### src/rtl/bcd_seg_scan_pkg.sv
// Shared constants for the multiplexed 7-segment scanner. Segment patterns
// are active low and ordered {g,f,e,d,c,b,a}.
package bcd_seg_scan_pkg;

  typedef logic [6:0] seg_t;

  localparam seg_t SEG_OFF  = 7'h7F;
  localparam seg_t SEG_DASH = 7'h3F;

  localparam seg_t SEG_0 = 7'h40;
  localparam seg_t SEG_1 = 7'h79;
  localparam seg_t SEG_2 = 7'h24;
  localparam seg_t SEG_3 = 7'h30;
  localparam seg_t SEG_4 = 7'h19;
  localparam seg_t SEG_5 = 7'h12;
  localparam seg_t SEG_6 = 7'h02;
  localparam seg_t SEG_7 = 7'h78;
  localparam seg_t SEG_8 = 7'h00;
  localparam seg_t SEG_9 = 7'h10;

endpackage

### src/rtl/bcd_seg_scan_seg7_dec.sv
// Nibble to active-low 7-segment pattern. Non-BCD codes show a dash so a
// corrupted input is visible on the display rather than silently hidden.
module seg7_dec
  import bcd_seg_scan_pkg::*;
(
  input  logic [3:0] nib_i,
  output seg_t       seg_o
);

  always_comb begin
    case (nib_i)
      4'd0:    seg_o = SEG_0;
      4'd1:    seg_o = SEG_1;
      4'd2:    seg_o = SEG_2;
      4'd3:    seg_o = SEG_3;
      4'd4:    seg_o = SEG_4;
      4'd5:    seg_o = SEG_5;
      4'd6:    seg_o = SEG_6;
      4'd7:    seg_o = SEG_7;
      4'd8:    seg_o = SEG_8;
      4'd9:    seg_o = SEG_9;
      default: seg_o = SEG_DASH;
    endcase
  end

endmodule

### src/rtl/bcd_seg_scan.sv
// Multiplexed BCD display driver: prescaled digit scan, frame-synchronous
// double buffering of the input value, leading-zero blanking, registered pins.
module bcd_seg_scan
  import bcd_seg_scan_pkg::*;
#(
  parameter int DIGITS   = 2,
  parameter int PRESCALE = 4
) (
  input  logic                  clk,
  input  logic                  rst_n,
  input  logic                  load,
  input  logic [4*DIGITS-1:0]   bcd_in,
  input  logic                  blank_lz,
  output logic [6:0]            seg,
  output logic [DIGITS-1:0]     an,
  output logic                  frame_done,
  output logic                  pending
);

  localparam int CNT_W = (PRESCALE > 1) ? $clog2(PRESCALE) : 1;
  localparam int IDX_W = (DIGITS > 1) ? $clog2(DIGITS) : 1;
  localparam int BCD_W = 4 * DIGITS;
  localparam logic [CNT_W-1:0] CNT_MAX = CNT_W'(PRESCALE - 1);
  localparam logic [IDX_W-1:0] IDX_MAX = IDX_W'(DIGITS - 1);

  logic [CNT_W-1:0]  cnt_q, cnt_d;
  logic [IDX_W-1:0]  idx_q, idx_d;
  logic [BCD_W-1:0]  shadow_q, shadow_d;
  logic [BCD_W-1:0]  disp_q, disp_d;
  logic              pending_q, pending_d;
  logic              frame_done_q;
  seg_t              seg_q, seg_d;
  logic [DIGITS-1:0] an_q, an_d;

  logic              tick;
  logic              wrap;
  logic [3:0]        cur_nib;
  logic              cur_blank;
  logic              lead_zero;
  seg_t              dec_seg;

  // NOTE: every signal assigned in always_comb gets a default first, so no
  // path leaves it unassigned and no latch is inferred.
  always_comb begin
    tick  = (cnt_q == CNT_MAX);
    wrap  = tick && (idx_q == IDX_MAX);
    cnt_d = tick ? '0 : cnt_q + CNT_W'(1);
    idx_d = idx_q;
    if (tick) begin
      idx_d = wrap ? '0 : idx_q + IDX_W'(1);
    end
  end

  // The displayed value only changes on the wrap tick; a load on that very
  // edge bypasses the shadow so it is not delayed by a whole frame.
  always_comb begin
    shadow_d  = shadow_q;
    disp_d    = disp_q;
    pending_d = pending_q;
    if (wrap) begin
      if (load) begin
        disp_d   = bcd_in;
        shadow_d = bcd_in;
      end else if (pending_q) begin
        disp_d = shadow_q;
      end
      pending_d = 1'b0;
    end else if (load) begin
      shadow_d  = bcd_in;
      pending_d = 1'b1;
    end
  end

  // Walk from the most significant digit down so lead_zero at digit k means
  // digits k..DIGITS-1 are all zero.
  always_comb begin
    cur_nib   = '0;
    cur_blank = 1'b0;
    an_d      = '1;
    lead_zero = 1'b1;
    for (int k = DIGITS - 1; k >= 0; k--) begin
      lead_zero = lead_zero && (disp_q[4*k +: 4] == 4'd0);
      if (idx_q == IDX_W'(k)) begin
        cur_nib   = disp_q[4*k +: 4];
        cur_blank = blank_lz && lead_zero && (k != 0);
        an_d[k]   = 1'b0;
      end
    end
  end

  seg7_dec u_dec (
    .nib_i (cur_nib),
    .seg_o (dec_seg)
  );

  assign seg_d = cur_blank ? SEG_OFF : dec_seg;

  // NOTE: state uses non-blocking assignments so every register samples the
  // pre-edge values; all of it is plain flops, so all of it is reset.
  always_ff @(posedge clk or negedge rst_n) begin
    if (!rst_n) begin
      cnt_q        <= '0;
      idx_q        <= '0;
      shadow_q     <= '0;
      disp_q       <= '0;
      pending_q    <= 1'b0;
      frame_done_q <= 1'b0;
      seg_q        <= SEG_OFF;
      an_q         <= '1;
    end else begin
      cnt_q        <= cnt_d;
      idx_q        <= idx_d;
      shadow_q     <= shadow_d;
      disp_q       <= disp_d;
      pending_q    <= pending_d;
      frame_done_q <= wrap;
      seg_q        <= seg_d;
      an_q         <= an_d;
    end
  end

  assign seg        = seg_q;
  assign an         = an_q;
  assign frame_done = frame_done_q;
  assign pending    = pending_q;

endmodule

### config.mk
export PLATFORM = sky130hd
export DESIGN_NAME = bcd_seg_scan
export DESIGN_NICKNAME = d
export VERILOG_FILES = /design/src/rtl/bcd_seg_scan_pkg.sv /design/src/rtl/bcd_seg_scan_seg7_dec.sv /design/src/rtl/bcd_seg_scan.sv
export SDC_FILE = /design/constraint.sdc
export NUM_CORES = 1
export LEC_CHECK = 0
export ABC_AREA = 1
export CAP_MARGIN = 20
export CORE_MARGIN = 2
export CORE_UTILIZATION = 55
export CTS_CLUSTER_DIAMETER = 120
export CTS_CLUSTER_SIZE = 24
export DETAILED_ROUTE_END_ITERATION = 8
export GPL_TIMING_DRIVEN = 0
export PLACE_DENSITY_LB_ADDON = 0.25
export SLEW_MARGIN = 0
export SYNTH_ARGS = -nofsm -noshare
export SYNTH_HDL_FRONTEND = slang
export SYNTH_SLANG_ARGS = --single-unit
### constraint.sdc
create_clock -name clk -period 2.6 [get_ports clk]
set_input_delay 0.26 -clock clk [delete_from_list [all_inputs] [get_ports clk]]
set_output_delay 0.26 -clock clk [all_outputs]
set_load 0.01 [all_outputs]
==> qor.yml <==
floorplan:
  fp.dieArea_um2: 2852
  die_h_um: 53.41
  die_width_um: 53.41
  core_um2: 2255
  io_pins: 23
  start_util_pct: 59.54
  placement_rows: 17
drt:
  detail_route.first_pass.iterations: 4
  wl_mm: 2.552
  route.detailed.drc: 0
  wl_per_cell_um: 12.82
  vias_per_cell: 5.146
  detail_route.iter0.violations: 11
  dr_total_vias: 1024
  drt.antenna.violating_nets: 0
placement:
  dp_wirelength_mm: 1.816
  place_congestion: 0.8067
  port_buffers: 21
final_layout:
  mostFrequentLayoutCells: "43 x sky130_fd_sc_hd__nand2_1, 21 x sky130_fd_sc_hd__dfrtp_1, 21 x sky130_fd_sc_hd__clkdlybuf4s50_1"
  final.fill_count: 174
  p_r_area_growth_vs_syn_pct: 24.79
  fraction_of_layout_cells_with_a_size_suffix_above_1_pct: 19.30
  commonest_non_fill_non_tap_cell_in_the_layout: "sky130_fd_sc_hd__nand2_1"
  antenna_cells_inserted: 0
  layout.nets: 189
cts:
  insertion_delay_ps: 330
  clock_sink_count: 30
  cts.root.buffer_cell: "sky130_fd_sc_hd__clkbuf_4"
  clockBufferDepth: 2
  cts_tree: "yes"
  cts_inserted_buffers: 5
  post_cts.repair.setup_buffers: 0
  cts_stage_hold_buffer_count: 0
  post_cts_resize_count: 0
  h-tree-depth: 2
  clock_pin_slew_on_the_worst_setup_and_hold_paths_ps: 100
synth:
  yosysSeqAreaShare_pct: 56.76
  synth-compound-area-share_pct: 6.151
  ys_seq_elements: 30
  post_synth_xor_area_fraction_pct: 0
  synth_nets: 160
  avgSynthCellArea_um2: 9.522
  syn-instance-count: 141
  adder_cell_fraction_of_synth_area_pct: 6.524
  yosys.area_share.simple_pct: 23.11
  yosys-mux-area-fraction_pct: 0
  ys_warn_count: 0
  syn_area_um2: 1343
  main_combinational_cell_family_by_area_after_synthesis: "simple AND/OR/NAND/NOR gates"
  distinct_cells_synth: 17
sta:
  finClkSkew_ps: 8.947
  final_cycle_utilization_of_the_critical_path_pct: 63.68
  final.min_clock_period_ps: 1656
  setup_viol_count_final: 0
  max_slew_margin_pct: 55.96
  timing_max_transition_violations_final: 0
  max_slew.worst_pin.slew_ps: 658.6
  maxClockFrequency_ghz: 0.6040
  fin_setup_tns_ps: 0
  timing_hold_violations_final: 0
  grt_setup_unrepaired: "false"
worst_setup_path:
  cp_max_fo: 1
  worst_setup_path_start_kind: "register"
  timing.critical_path.cells: "clkdlybuf4s50_1"
  setup.worst_path.end_class: "output port"
  startpoint: "an[1]"
  critical-path-slowest-cell: "sky130_fd_sc_hd__dfstp_2"
  cp.buffers_inverters: 1
  max_stage_delay_ps: 530
  required_ps: 2340
  r2r_setup_slack_ps: 1050
  regToRegStartpoint: "idx_q"
  crit_family: "flip-flops"
  worst_path_arrival_ps: 1400
  timing.setup.critical_path_class: "reg2out"
global_routing:
  grt_pass1_wl_mm: 4.298
  grt_usage_pct: 22.17
  vias_in_the_first_global_route: 1027
  grt_max_degree: 20
  grt_met1_usage_pct: 24.08
  top_usage_layer: "met2"
  grt_util_met3_pct: 5.932
  antenna_violations_before_repair: 0
  congestion_overflow_gr: 0
  globalRouteMet2Util_pct: 38.89
power:
  static-leakage-power_nw: 0.8308
  total_power_mw: 0.9863
  irDropWorstVdd_mv: 0.4787
  power.density_cell_area_nw_per_um2: 588.7
outcome:
  outcome: "completed"
run:
  maxCapViolations: 0
min_path:
  min_from: "load"
  min_path_type: "in2reg"
## layout make-up
class,instances,area (um^2),share of cell area (%)
plain buffers,3,30.03,1.792
well taps,28,35.03,2.091
clock buffers,7,55.05,3.286
repair buffers,22,237.7,14.19
inverters,18,70.07,4.182
flip-flops and latches,30,762.0,45.48
clock inverters,1,5.005,0.2987
multi-input cells,90,480.5,28.68
## where the power goes
part           internal, mW  switching, mW  total [mW]
registers             0.518         0.0112       0.529
clock network         0.131          0.157       0.288
logic                0.0796         0.0900       0.170
## logic make-up after synthesis
logic type / count (synthesis)
AO/OA/AOI/OAI: 12
buffers and inverters: 21
adder cells (fa/ha/maj): 7
flip-flops: 30
AND/OR/NAND/NOR: 71
## layer usage
layer	routed length, um	up-vias
li1	-	495
met1	1076	501
met2	1311	21
met3	106	7
met4	57	0
met5	0	-
## sequential cells by signal, indices dropped and copies added (netlist names)
register    cells
shadow_q        8
frame_done      1
pending         1
disp_q          8
cnt_q           2
idx_q           1
an              2
seg             7
## path summary, 6_finish.rpt
path	to	depth (start not counted)
worst max-delay path	an[1]	1
worst min-delay path	shadow_q[0]	3
worst max register to register	seg[5]	10
worst min register to register	an[0]	0
max in group asynchronous	seg[4]	2
min in group asynchronous	shadow_q[6]	1
## per-stage QoR
stage               instance area (um^2)  utilization (%)  instances  setup slack, ps  hold WS, ps
global route                        1675            74.31        199            902.8        276.1
finish                              1675            74.31        199            944.3        244.9
floorplan                           1343                -        141             1247       -35.59
detailed placement                  1615            71.64        191             1103        382.8
global placement                    1588            70.42        190            861.1        382.7
CTS                                 1675            74.31        199            923.7        237.6
## synth_stat cells, drive strengths merged
cell   instances  area (um^2)
o21ai          9        56.31
a21oi          3        26.28
nor2           4        15.01
nand3         17        85.08
buf            3        30.03
ha             7        87.58
nand2         50        210.2
inv           18        70.07
dfstp          9        236.5
dfrtp         21        525.5
Note: power is estimated with default switching activity, not from simulation.
